File: src/rtl/tone_pkg.sv
// Shared definitions for the tone decoder: note codes, default note periods,
// FSM state encoding and the period-window helper.
package tone_pkg;

    typedef logic [2:0] noteCode_t;

    localparam noteCode_t NOTE_NONE = 3'd0;
    localparam noteCode_t NOTE_C    = 3'd1;
    localparam noteCode_t NOTE_D    = 3'd2;
    localparam noteCode_t NOTE_E    = 3'd3;
    localparam noteCode_t NOTE_G    = 3'd4;

    localparam int DEF_P_C = 61158;
    localparam int DEF_P_D = 54485;
    localparam int DEF_P_E = 48541;
    localparam int DEF_P_G = 40816;

    localparam int PERIOD_MAX = 131071;

    localparam logic [1:0] ST_SILENT = 2'd0;
    localparam logic [1:0] ST_ARMED  = 2'd1;
    localparam logic [1:0] ST_TRACK  = 2'd2;

    // True when period lies within +/-(nominal >> tolShift) of nominal.
    function automatic logic inWindow(input logic [16:0] period,
                                      input logic [16:0] nominal,
                                      input int          tolShift);
        logic [16:0] tol;
        logic [16:0] diff;
        tol  = nominal >> tolShift;
        diff = (period >= nominal) ? (period - nominal) : (nominal - period);
        return (diff <= tol);
    endfunction

endpackage

File: src/rtl/tone_in_sync.sv
// Input conditioning for the tone decoder: 2-flop synchronizer, optional glitch
// filter (TONE_DECODER_GLITCH_FILTER_EN) and registered rising-edge pulse.
module tone_in_sync (
    input  logic CLK,
    input  logic RST_N,
    input  logic TONE_IN,
    output logic riseEdge
);

    logic sync1;
    logic sync2;
    logic levelNow;
    logic levelPrev;

    always_ff @(posedge CLK) begin
        if (!RST_N) begin
            sync1 <= 1'b0;
            sync2 <= 1'b0;
        end else begin
            sync1 <= TONE_IN;
            sync2 <= sync1;
        end
    end

`ifdef TONE_DECODER_GLITCH_FILTER_EN
    // Filtered level follows sync2 only after 4 consecutive differing samples.
    logic [1:0] runCnt;
    logic       filtLevel;

    always_ff @(posedge CLK) begin
        if (!RST_N) begin
            runCnt    <= 2'd0;
            filtLevel <= 1'b0;
        end else if (sync2 == filtLevel) begin
            runCnt <= 2'd0;
        end else if (runCnt == 2'd3) begin
            filtLevel <= sync2;
            runCnt    <= 2'd0;
        end else begin
            runCnt <= runCnt + 2'd1;
        end
    end

    assign levelNow = filtLevel;
`else
    assign levelNow = sync2;
`endif

    always_ff @(posedge CLK) begin
        if (!RST_N) begin
            levelPrev <= 1'b0;
            riseEdge  <= 1'b0;
        end else begin
            levelPrev <= levelNow;
            riseEdge  <= levelNow & ~levelPrev;
        end
    end

endmodule

File: src/rtl/tone_decoder.sv
// Measures the period of a square-wave tone and locks onto C4/D4/E4/G4.
// Optional glitch filter in tone_in_sync is enabled by TONE_DECODER_GLITCH_FILTER_EN.
module tone_decoder
    import tone_pkg::*;
#(
    parameter int P_C       = DEF_P_C,
    parameter int P_D       = DEF_P_D,
    parameter int P_E       = DEF_P_E,
    parameter int P_G       = DEF_P_G,
    parameter int TOL_SHIFT = 6,
    parameter int MATCH_N   = 2,
    // Saturation/timeout point of the period counter; lowered only to shorten simulations.
    parameter int CNT_SAT   = PERIOD_MAX
) (
    input  logic        CLK,
    input  logic        RST_N,
    input  logic        TONE_IN,
    output logic [2:0]  NOTE,
    output logic        NOTE_VALID,
    output logic        NOTE_STB,
    output logic [16:0] PERIOD
);

    localparam logic [16:0] SAT_VAL   = 17'(CNT_SAT);
    localparam logic [7:0]  MATCH_LIM = 8'(MATCH_N);

    logic        riseEdge;
    logic [1:0]  state;
    logic [16:0] periodCnt;
    logic [7:0]  matchCnt;
    logic [7:0]  nextCount;
    noteCode_t   prevClass;
    noteCode_t   edgeClass;
    logic        atSat;

    tone_in_sync u_sync (
        .CLK      (CLK),
        .RST_N    (RST_N),
        .TONE_IN  (TONE_IN),
        .riseEdge (riseEdge)
    );

    assign atSat = (periodCnt == SAT_VAL);

    // A saturated measurement never matches a note, whatever the parameters.
    always_comb begin
        edgeClass = NOTE_NONE;
        if (!atSat) begin
            if (inWindow(periodCnt, 17'(P_C), TOL_SHIFT))
                edgeClass = NOTE_C;
            else if (inWindow(periodCnt, 17'(P_D), TOL_SHIFT))
                edgeClass = NOTE_D;
            else if (inWindow(periodCnt, 17'(P_E), TOL_SHIFT))
                edgeClass = NOTE_E;
            else if (inWindow(periodCnt, 17'(P_G), TOL_SHIFT))
                edgeClass = NOTE_G;
        end
    end

    always_comb begin
        nextCount = 8'd0;
        if (edgeClass != NOTE_NONE)
            nextCount = (edgeClass == prevClass) ? (matchCnt + 8'd1) : 8'd1;
    end

    always_ff @(posedge CLK) begin
        if (!RST_N) begin
            state      <= ST_SILENT;
            periodCnt  <= 17'd0;
            matchCnt   <= 8'd0;
            prevClass  <= NOTE_NONE;
            NOTE       <= NOTE_NONE;
            NOTE_VALID <= 1'b0;
            NOTE_STB   <= 1'b0;
            PERIOD     <= 17'd0;
        end else begin
            NOTE_STB <= 1'b0;
            if (state == ST_SILENT) begin
                if (riseEdge) begin
                    state     <= ST_ARMED;
                    periodCnt <= 17'd1;
                    matchCnt  <= 8'd0;
                    prevClass <= NOTE_NONE;
                end
            end else if (riseEdge) begin
                periodCnt <= 17'd1;
                PERIOD    <= periodCnt;
                if (state == ST_TRACK) begin
                    if (edgeClass != NOTE) begin
                        state      <= ST_ARMED;
                        NOTE       <= NOTE_NONE;
                        NOTE_VALID <= 1'b0;
                        NOTE_STB   <= 1'b1;
                        matchCnt   <= (edgeClass != NOTE_NONE) ? 8'd1 : 8'd0;
                        prevClass  <= edgeClass;
                    end
                end else begin
                    matchCnt  <= nextCount;
                    prevClass <= edgeClass;
                    if (edgeClass != NOTE_NONE && nextCount >= MATCH_LIM) begin
                        state      <= ST_TRACK;
                        NOTE       <= edgeClass;
                        NOTE_VALID <= 1'b1;
                        NOTE_STB   <= 1'b1;
                    end else begin
                        state <= ST_ARMED;
                    end
                end
            end else if (atSat) begin
                // Tone has stopped: drop back to idle and freeze the counter.
                state      <= ST_SILENT;
                periodCnt  <= 17'd0;
                matchCnt   <= 8'd0;
                prevClass  <= NOTE_NONE;
                NOTE       <= NOTE_NONE;
                NOTE_VALID <= 1'b0;
                NOTE_STB   <= (NOTE != NOTE_NONE);
            end else begin
                periodCnt <= periodCnt + 17'd1;
            end
        end
    end

endmodule

File: config.mk
export PLATFORM = sky130hd
export DESIGN_NAME = tone_decoder
export DESIGN_NICKNAME = d
export VERILOG_FILES = /design/src/rtl/tone_pkg.sv /design/src/rtl/tone_in_sync.sv /design/src/rtl/tone_decoder.sv
export SDC_FILE = /design/constraint.sdc
export NUM_CORES = 1
export LEC_CHECK = 0
export CORE_ASPECT_RATIO = 1.2
export CORE_MARGIN = 2
export CORE_UTILIZATION = 63
export DETAILED_ROUTE_END_ITERATION = 6
export PLACE_DENSITY = 0.82
export SETUP_SLACK_MARGIN = 0.2
export SLEW_MARGIN = 0
export SYNTH_ARGS = -nofsm -noshare
export SYNTH_HDL_FRONTEND = slang
export SYNTH_SLANG_ARGS = --single-unit
export TNS_END_PERCENT = 100
File: constraint.sdc
create_clock -name CLK -period 4.6 [get_ports CLK]
set_clock_uncertainty 0.2 [all_clocks]
set_input_delay 0.46 -clock CLK [delete_from_list [all_inputs] [get_ports CLK]]
set_output_delay 0.46 -clock CLK [all_outputs]
set_load 0.02 [all_outputs]
==> impl_results.md <==
* Outcome: finished with violations
* Violated checks: design-rule violations
* Slew headroom at 49.9%
* Worst setup endpoint: matchCnt[0]
* WP data required at 4.63 ns
* Crit path max fanout at 8
* PnR Total Power at 0.825 mW
* Syn_area_per_cell at 7.06 µm²
* Max-slew violations at 0
* N_diodes at 0
* EDFF count, synth at 0
* IO Pins at 25
* Largest net degree at the start of global routing at 29
* Buffers on Ports at 24
* Vias per cell at 7.20
* Core Region at 0.00894 mm²
* Critical Path, Cell by Cell: ha_1, a211o_1, a211o_1, o21ai_0, o221ai_1, a222oi_1, o211ai_1, nor4_2, buf_4, nand2_1, a21oi_1, nor3_4, buf_4, o31a_1, o221a_1, a22o_1
* Maximum root-to-sink buffer count at 2
* Worst reg2reg path startpoint: periodCnt[1]
* Final antenna-violating net count at 0
* Die width at 90.9 µm
* Clock Latency Late Sink at 0.33 ns
* Max stage delay on crit path at 0.43 ns
* Critical path buffers and inverters at 2
* Syn_nets at 826
* Final hold vios at 0
* Root Driver: clkbuf_8
* Switch share at 24.6%
* Clock power frac at 35.3%
* Worst Tran Pin Value at 0.733 ns
* Critical path's top delay family: compound AO/OA/AOI/OAI gates
* Total Neg Setup Slack at 0 ns
* Crit path launch: periodCnt[1]
* Via count at 6857
* Main synth FF type: dfxtp_1
* Area after DPL at 0.00623 mm²
* Flop-to-flop setup slack at 0.27 ns
* CTS HTree Levels at 2
* Internal power at 0.622 mW
* Gr busiest metal: met2
* Total Routed Length at 20.0 mm
* CTS Hold Bufs at 0
* Cell area after layout at 0.00647 mm²
* Maxcap violations at 0
* First-pass GRT wire length at 31.5 mm
* Post-DP HPWL at 14.6 mm
* RSZ-0062 raised after global routing: no
* Power share of the combinational group at 5.3%
* Tcrit/Tclk final at 94.2%
* Power Dens Cells at 127 mW/mm²
* DRC at 6
* Clock Pin Slew Worst Setup and Hold Paths at 0.10 ns
* Lkg Pwr at 2.25 nW
* Wire length per cell after detailed routing at 21.1 µm
* Post-synth ARST share at 0%
* Crit-path slowest cell: a211o_1
* Initial antenna violation count at 0
* Fmax at 0.231 GHz
* Number of cell rows at 38
* Starting DRT DRC Count at 805
* Post-synthesis register bit count at 56
* Worst path depth at 16
* Met3 usage at 4.53%
* Layout area overhead at 13.4%
* Area of the mapped netlist at 0.00571 mm²
* Crit Path Class: reg2reg
* Starting Density at 63.9%
* Sw Pwr at 0.203 mW
* Die ar. at 0.00984 mm²
* TritonCTS Buffers at 5
* Hold/Removal Path Class: reg2reg
* Reg2reg path depth at 16
* Worst r2r dst: matchCnt[0]
* Worst setup EP type: flip-flop
* Ratio of cells with drive above 1 in the final layout at 14.5%
* Final setup fails at 0
* Die Height at 108 µm
* Data arrival, critical path at 4.36 ns
* Fin worst setup slack at 0.268 ns
* Setup crit start kind: flip-flop
* Post-synth cell types at 87
* Gr usage total at 39.2%
* Synth warn at 0
* TritonRoute pass-1 iters at 7
* Pre-CTS setup slack at 0.248 ns
* CTS tree: built
* Met1 Usage GRT at 47.2%
* Final Wtd Congestion at 1.03
* Sequential Power Share at 59.4%
* Clk sinks at 56
* Cells after synthesis at 809
* Final net count at 848
* Met2 usage at 67.3%
* Grt ovf at 0
* Vias in the first global route at 6323
* Fin crit period at 4.33 ns
* Share of the yosys chip area belonging to registers at 19.6%
* Peak supply drop at 295 µV
==> cell usage after synthesis (14+ instances only) <==
cell type | n | area share, %
nand2_1 | 106 | 7.0
nand4_1 | 14 | 1.5
a21oi_1 | 81 | 7.1
inv_1 | 16 | 1.1
ha_1 | 14 | 3.1
clkbuf_1 | 44 | 2.9
o21ai_0 | 55 | 4.8
xnor2_1 | 27 | 4.1
a211oi_1 | 17 | 2.2
nor2_1 | 59 | 3.9
nor3_1 | 27 | 2.4
dfxtp_1 | 56 | 20
nand3_1 | 27 | 2.4
==> metal layers <==
metal | wire length, µm | vias to the layer above
met4 | 1280 | 0
met5 | 0 | -
met1 | 7450 | 3171
li1 | - | 3058
met2 | 9510 | 504
met3 | 1800 | 124
==> layout by cell type (no fill, tap or decap), types with 17 or more instances in the layout <==
cell type	synthesis	layout
a211oi_1	17	17
a21oi_1	81	81
buf_4	2	50
clkdlybuf4s50_1	0	24
dfxtp_1	56	46
nand2_1	106	106
nand3_1	27	27
nor2_1	59	56
nor3_1	27	24
o21ai_0	55	53
xnor2_1	27	26
==> how the worst min path moves through the flow <==
stage	startpoint	to	slack (ns)	depth (start not counted)
final	u_sync.levelPrev	u_sync.riseEdge	0.20	1
after floorplan	u_sync.levelPrev	u_sync.riseEdge	0.17	1
after global placement	u_sync.levelPrev	u_sync.riseEdge	0.18	1
after global routing	u_sync.levelPrev	u_sync.riseEdge	0.21	1
after detailed placement	u_sync.levelPrev	u_sync.riseEdge	0.18	1
after CTS	u_sync.levelPrev	u_sync.riseEdge	0.20	1
==> power groups by stage <==
stage | clock, mW | sequential (mW) | combinational [mW]
3_5_place_dp | 0 | 0.501 | 0.0414
4_1_cts | 0.291 | 0.490 | 0.0414
2_1_floorplan | 0 | 0.499 | 0.0279
5_1_grt | 0.304 | 0.491 | 0.0466
6_report | 0.291 | 0.490 | 0.0436
3_3_place_gp | 0 | 0.501 | 0.0402
==> what timing repair did <==
item                       CTS  global route
setup buffers                0             3
setup endpoints to repair    0            18
gates resized for setup      0            32
==> area by class of cell <==
| type | instances | area, µm² |
|---|---|---|
| clock buffers | 7 | 86.3 |
| clock inverters | 1 | 7.51 |
| fillers | 776 | 2460 |
| inverters | 19 | 71.3 |
| multi-input cells | 672 | 4350 |
| flip-flops and latches | 56 | 1130 |
| well taps | 120 | 150 |
| repair buffers | 77 | 676 |
==> cells by family after synthesis <==
family | count (synthesis) | synth area share, %
adder cells (fa/ha/maj) | 14 | 3.07
XOR/XNOR | 35 | 5.37
AO/OA/AOI/OAI | 277 | 33.0
AND/OR/NAND/NOR | 332 | 30.3
flip-flops | 56 | 19.6
multiplexers | 14 | 2.72
buffers and inverters | 81 | 5.90
==> flip-flops by register name (all words and copies together), names as in the netlist <==
register and flops:
u_sync.riseEdge 1, prevClass 3, periodCnt 17, state 2
u_sync.levelPrev 1, matchCnt 8, u_sync.levelNow 1, NOTE 3
PERIOD 17, NOTE_STB 1, u_sync.sync1 1, NOTE_VALID 1
==> metrics by stage <==
stage          std cells  hold WS (ns)  util [%]
5_1_grt              952         0.208      72.4
3_3_place_gp         941         0.179      69.7
3_5_place_dp         941         0.177      69.7
4_1_cts              949         0.200      70.8
6_report             952         0.200      72.4
2_1_floorplan        809         0.167         -
No activity file was read; power rests on OpenSTA's default activity.
==> edit 1, RTL diff (same flow settings) <==
`PERIOD_MAX`: 131071 -> 65536.
--- a/src/rtl/tone_pkg.sv
+++ b/src/rtl/tone_pkg.sv
@@ -15,7 +15,7 @@
     localparam int DEF_P_E = 48541;
     localparam int DEF_P_G = 40816;
 
-    localparam int PERIOD_MAX = 131071;
+    localparam int PERIOD_MAX = 65536;
 
     localparam logic [1:0] ST_SILENT = 2'd0;
     localparam logic [1:0] ST_ARMED  = 2'd1;
Behaviour: no difference found for any inputs over 10 cycles, from zero or initial values and one cycle with RST_N low; that may be too few to reach the edited logic, so the function may still have changed.
==> edit 1 against the unedited design <==
- final area about the same
- count of clock-buffer cells in the layout down 1
- worst setup slack better by 0.081 ns
- total power down 0.61%
- synthesized cell count down 1.2%
- sequential cell count unchanged
- area after synthesis down 0.28%
- wire length up 0.89%
- critical endpoint is now NOTE[1]
==> edit 1: results (changes against the unedited design) <==
Status
  – Status: complete, no violations (was finished, violations left)

Clock network
  – Root Driver: clkbuf_8 (unchanged)
  – H-Tree Depth: 2 (unchanged)
  – Clk buf depth: 2 (unchanged)
  – Latest clock arrival within the worst-skew pair: 0.32 ns
  – Clock transition at path regs: 0.09 ns
  – CTS Buf Count: 5 (unchanged)

Logic synthesis
  – Synth cell types: 92 (was 87)
  – Sequential fraction of the synthesis area: 19.7% (was 19.6%)
  – Main synth FF type: dfxtp_1 (unchanged)
  – Warnings, synthesis: 0 (unchanged)
  – Synth area leaders: dfxtp_1 (20%), a21oi_1 (6.9%), nand2_1 (5.3%) (was dfxtp_1 (20%), a21oi_1 (7.1%), nand2_1 (7.0%))
  – Synth cell count leaders: nand2_1 (81), a21oi_1 (79), dfxtp_1 (56), nor2_1 (56), o21ai_0 (49) (was nand2_1 (106), a21oi_1 (81), nor2_1 (59), dfxtp_1 (56), o21ai_0 (55))
  – Asr flop ratio synth: 0% (unchanged)
  – Syn nets: 815 (was 826)

Critical path
  – Cell family with most CP delay: compound AO/OA/AOI/OAI gates (unchanged)
  – Max FO, Critical Path: 13 (was 8)
  – Crit-path max cell delay: 0.56 ns (was 0.43 ns)
  – Slowest CP cell: or4_1 (was a211o_1)
  – Worst endpoint data arrival time: 4.27 ns (was 4.36 ns)

Worst hold path
  – Worst min path class: reg -> reg (unchanged)

Route
  – DR vias: 6698 (was 6857)
  – TritonRoute pass-1 iters: 6 (was 7)
  – Routed wire length: 20200 um (was 20000 um)
  – DRT iter0 DRCs: 955 (was 805)

GRT
  – Number of global-route vias before repair: 6238 (was 6323)
  – First-pass GRT wire length: 31800 um (was 31500 um)
  – Initial antenna violation count: 0 (unchanged)
  – Largest net degree at the start of global routing: 26 (was 29)
  – Tot GR Track Use: 39.9% (was 39.2%)

Power and ir drop
  – Worst VDD drop: 306 uV (was 295 uV)
  – Sw Ratio: 24.0% (was 24.6%)
  – Pleak: 2.23 nW (was 2.25 nW)

Place
  – Post-DP HPWL: 14700 um (was 14600 um)
  – GP Congestion: 0.991 (was 1.03)
  – Port Buf Inserts: 24 (unchanged)

STA
  – Worst Tran Pin Value: 1.32 ns (was 0.733 ns)

Finish
  – Commonest non-fill, non-tap cell in the layout: nand2_1 (unchanged)
  – Largest registers: PERIOD x17, periodCnt x17, matchCnt x8 (unchanged)
  – Share of cells above drive strength 1: 16.6% (was 14.5%)
  – # diodes: 0 (unchanged)
  – Final nets: 836 (was 848)
## edit 1: cell types whose count changed after synthesis, moves of 7 or more
cell / change
nor4_1: -8
buf_2: +7
or3_1: +9
nand2_1: -25
o21a_1: +7
## edit 1: cells by family after synthesis
family                   after synthesis  synth area share [%]
AND/OR/NAND/NOR                      303                  27.8
AO/OA/AOI/OAI                        286                  34.7
buffers and inverters                 90                  6.70
flip-flops                            56                  19.7
XOR/XNOR                              36                  5.54
multiplexers                          15                  2.68
adder cells (fa/ha/maj)               13                  2.86
## edit 1: final timing paths
check,cells past startpoint,startpoint,slack (ns),end
worst max-delay path,14,periodCnt[5],0.35,NOTE[1]
worst min-delay path,1,u_sync.levelPrev,0.19,u_sync.riseEdge
worst max register to register,14,periodCnt[5],0.35,NOTE[1]
worst min register to register,1,u_sync.levelPrev,0.19,u_sync.riseEdge
## edit 1: what timing repair did
action	4_1_cts	5_1_grt
pin swaps	0	4
gates resized for setup	5	29
hold buffers	0	0
buffers inserted	0	5
endpoints found under the setup margin	10	18
gates cloned	0	1
## edit 1: per-layer routing
layer,wire (um),vias up,part of all wire (%),global-route usage (%)
li1,-,3025,-,-
met4,995,0,4.9,21.4
met5,0,-,0,0
met1,7710,3166,38,48.4
met2,9550,417,47,67.5
met3,1970,90,9.8,7.39
## edit 1: cell type report
cell class / count / area, um2
clock buffers: 6 / 82.6
flip-flops and latches: 56 / 1130
inverters: 20 / 75.1
fillers: 704 / 2420
multi-input cells: 654 / 4330
well taps: 120 / 150
repair buffers: 83 / 691
clock inverters: 2 / 10.0
## edit 1: worst reg2reg max path: cells and delay by family, from the launching register on
kind / cells / cell delay [ns]
AO/OA/AOI/OAI: 7 / 1.46
XOR/XNOR: 1 / 0.19
buffers and inverters: 2 / 0.44
flip-flops: 1 / 0.43
multiplexers: 1 / 0.34
AND/OR/NAND/NOR: 3 / 1.08
## edit 1: stage by stage
step | std cells | hold slack [ns] | instance area, um2 | setup slack [ns] | utilization, %
2_1_floorplan | 799 | 0.167 | 5690 | 0.407 | -
3_3_place_gp | 927 | 0.176 | 6180 | 0.257 | 69.5
3_5_place_dp | 927 | 0.177 | 6180 | 0.153 | 69.5
4_1_cts | 935 | 0.191 | 6290 | 0.216 | 70.7
5_1_grt | 941 | 0.210 | 6470 | 0.192 | 72.8
6_report | 941 | 0.187 | 6470 | 0.349 | 72.8
## edit 1: power groups by stage
stage                     clock network (mW)  logic [mW]  registers (mW)
after global placement                     0      0.0389           0.502
final                                  0.282      0.0465           0.492
after detailed placement                   0      0.0397           0.503
after global routing                   0.301      0.0493           0.492
after floorplan                            0      0.0300           0.500
after CTS                              0.285      0.0402           0.491
==> edit 2, RTL diff (config.mk and constraints unchanged) <==
Made on the original files. Register the input `TONE_IN` before use, without a reset. The logic sees it one clock later.
--- a/src/rtl/tone_decoder.sv
+++ b/src/rtl/tone_decoder.sv
@@ -24,6 +24,12 @@
     localparam logic [16:0] SAT_VAL   = 17'(CNT_SAT);
     localparam logic [7:0]  MATCH_LIM = 8'(MATCH_N);
 
+    logic TONE_IN_q;
+
+    always_ff @(posedge CLK) begin
+        TONE_IN_q <= TONE_IN;
+    end
+
     logic        riseEdge;
     logic [1:0]  state;
     logic [16:0] periodCnt;
@@ -36,7 +42,7 @@
     tone_in_sync u_sync (
         .CLK      (CLK),
         .RST_N    (RST_N),
-        .TONE_IN  (TONE_IN),
+        .TONE_IN  (TONE_IN_q),
         .riseEdge (riseEdge)
     );
 
Check against the original RTL: not equivalent (a bounded check fails within 10 cycles, from zero or initial values and one cycle with RST_N low).
==> edit 2 against the unedited design <==
- sequential cell count grew 1
- clock power grew 83%
- cell count grew 1.7%
- final area up 6.3%
- wire length is 2.8% higher
- worst setup slack worse by 0.025 ns
- area after synthesis shrank 2.6%
- total power grew 31%
- first-iteration DRC count increased by 27%
- synthesized cell count down 3.1%
- combinational power rose by 0.9%
- fmax decreased by 0.57%
- critical path type unchanged
- largest power group is now clock
- highest routed layer unchanged
==> edit 2: results (changes against the unedited design) <==
Route
  – TritonRoute pass-1 iters: 6 (was 7)
  – Post-DR vias/cell: 7.14 (was 7.20)
  – DR vias: 6907 (was 6857)

Finish
  – FILL cells: 616 (was 776)
  – Buffer share of cell area: 14.8% (was 10.4%)
  – Reg area: 1160 um2 (was 1130 um2)
  – Multi-In Gates: 644 (was 672)
  – Share of cells above drive strength 1: 21.0% (was 14.5%)
  – Final nets: 863 (was 848)

Power and ir drop
  – Worst VDD drop: 218 uV (was 295 uV)
  – Clk pwr: 0.533 mW (was 0.291 mW)
  – Sequential share of power: 46.4% (was 59.4%)
  – Pleak: 2.42 nW (was 2.25 nW)

Critical path
  – Worst endpoint data arrival time: 4.43 ns (was 4.36 ns)

Status
  – Status: complete, no violations (was finished, violations left)

GRT
  – Number of global-route vias before repair: 6549 (was 6323)
  – Largest net degree at the start of global routing: 38 (was 29)

Logic synthesis
  – Mapped Avg Cell Area: 7.09 um2 (was 7.06 um2)
  – Flops & latches, synth: 57 (was 56)
  – Compound-Gate Fraction of Synth Area: 32.7% (was 33.0%)
  – Sequential fraction of the synthesis area: 20.5% (was 19.6%)
  – Mux cell area share after synthesis: 2.52% (was 2.72%)
  – Synth cell count leaders: nand2_1 (102), a21oi_1 (77), nor2_1 (62), dfxtp_1 (57), o21ai_0 (48) (was nand2_1 (106), a21oi_1 (81), nor2_1 (59), dfxtp_1 (56), o21ai_0 (55))

Clock network
  – Clock transition at path regs: 0.07 ns (was 0.10 ns)

Place
  – Worst slack, placed: -0.0756 ns (was 0.248 ns)
  – Post-DP HPWL: 14200 um (was 14600 um)
[edit 2: cell types whose count changed after synthesis, moves of 5 or more]
| cell | delta |
|---|---|
| clkbuf_1 | -7 |
| a31oi_1 | -5 |
| a21o_1 | -7 |
| a211o_1 | +5 |
| buf_2 | +9 |
| o21ai_0 | -7 |
| a211oi_1 | -6 |
[edit 2: metrics by stage]
| stage | setup TNS [ns] | area [um2] | hold WS [ns] | utilization, % | power (mW) |
|---|---|---|---|---|---|
| final | 0 | 6880 | 0.185 | 80.4 | 1.08 |
| after global routing | 0 | 6880 | 0.193 | 80.4 | 1.10 |
| after CTS | 0 | 6620 | 0.188 | 77.3 | 1.07 |
| after detailed placement | -0.212 | 6270 | 0.179 | 73.2 | 0.550 |
| after global placement | 0 | 6270 | 0.173 | 73.2 | 0.549 |
| after floorplan | 0 | 5560 | 0.167 | - | 0.535 |
[edit 2: final timing paths]
path | startpoint | endpoint | slack [ns] | cells past startpoint
setup / recovery | periodCnt[1] | NOTE_VALID | 0.24 | 15
hold / removal | u_sync.levelPrev | u_sync.riseEdge | 0.18 | 1
setup reg to reg | periodCnt[1] | NOTE_VALID | 0.24 | 15
hold reg to reg | u_sync.levelPrev | u_sync.riseEdge | 0.18 | 1
[edit 2: layer usage]
| metal | vias up | wire [um] | GRT usage (%) | share of wire (%) |
|---|---|---|---|---|
| met3 | 188 | 2120 | 8.15 | 10 |
| met2 | 547 | 9480 | 68.1 | 46 |
| met1 | 3130 | 7300 | 45.4 | 35 |
| met4 | 0 | 1720 | 32.2 | 8.3 |
| li1 | 3042 | - | - | - |
| met5 | - | 0 | 0 | 0 |
[edit 2: timing repair]
item                                    CTS  global route
cloned                                    0             1
gates resized for setup                  17            50
endpoints found under the setup margin   16            18
pin swaps                                 7            21
buffers inserted                          9             9
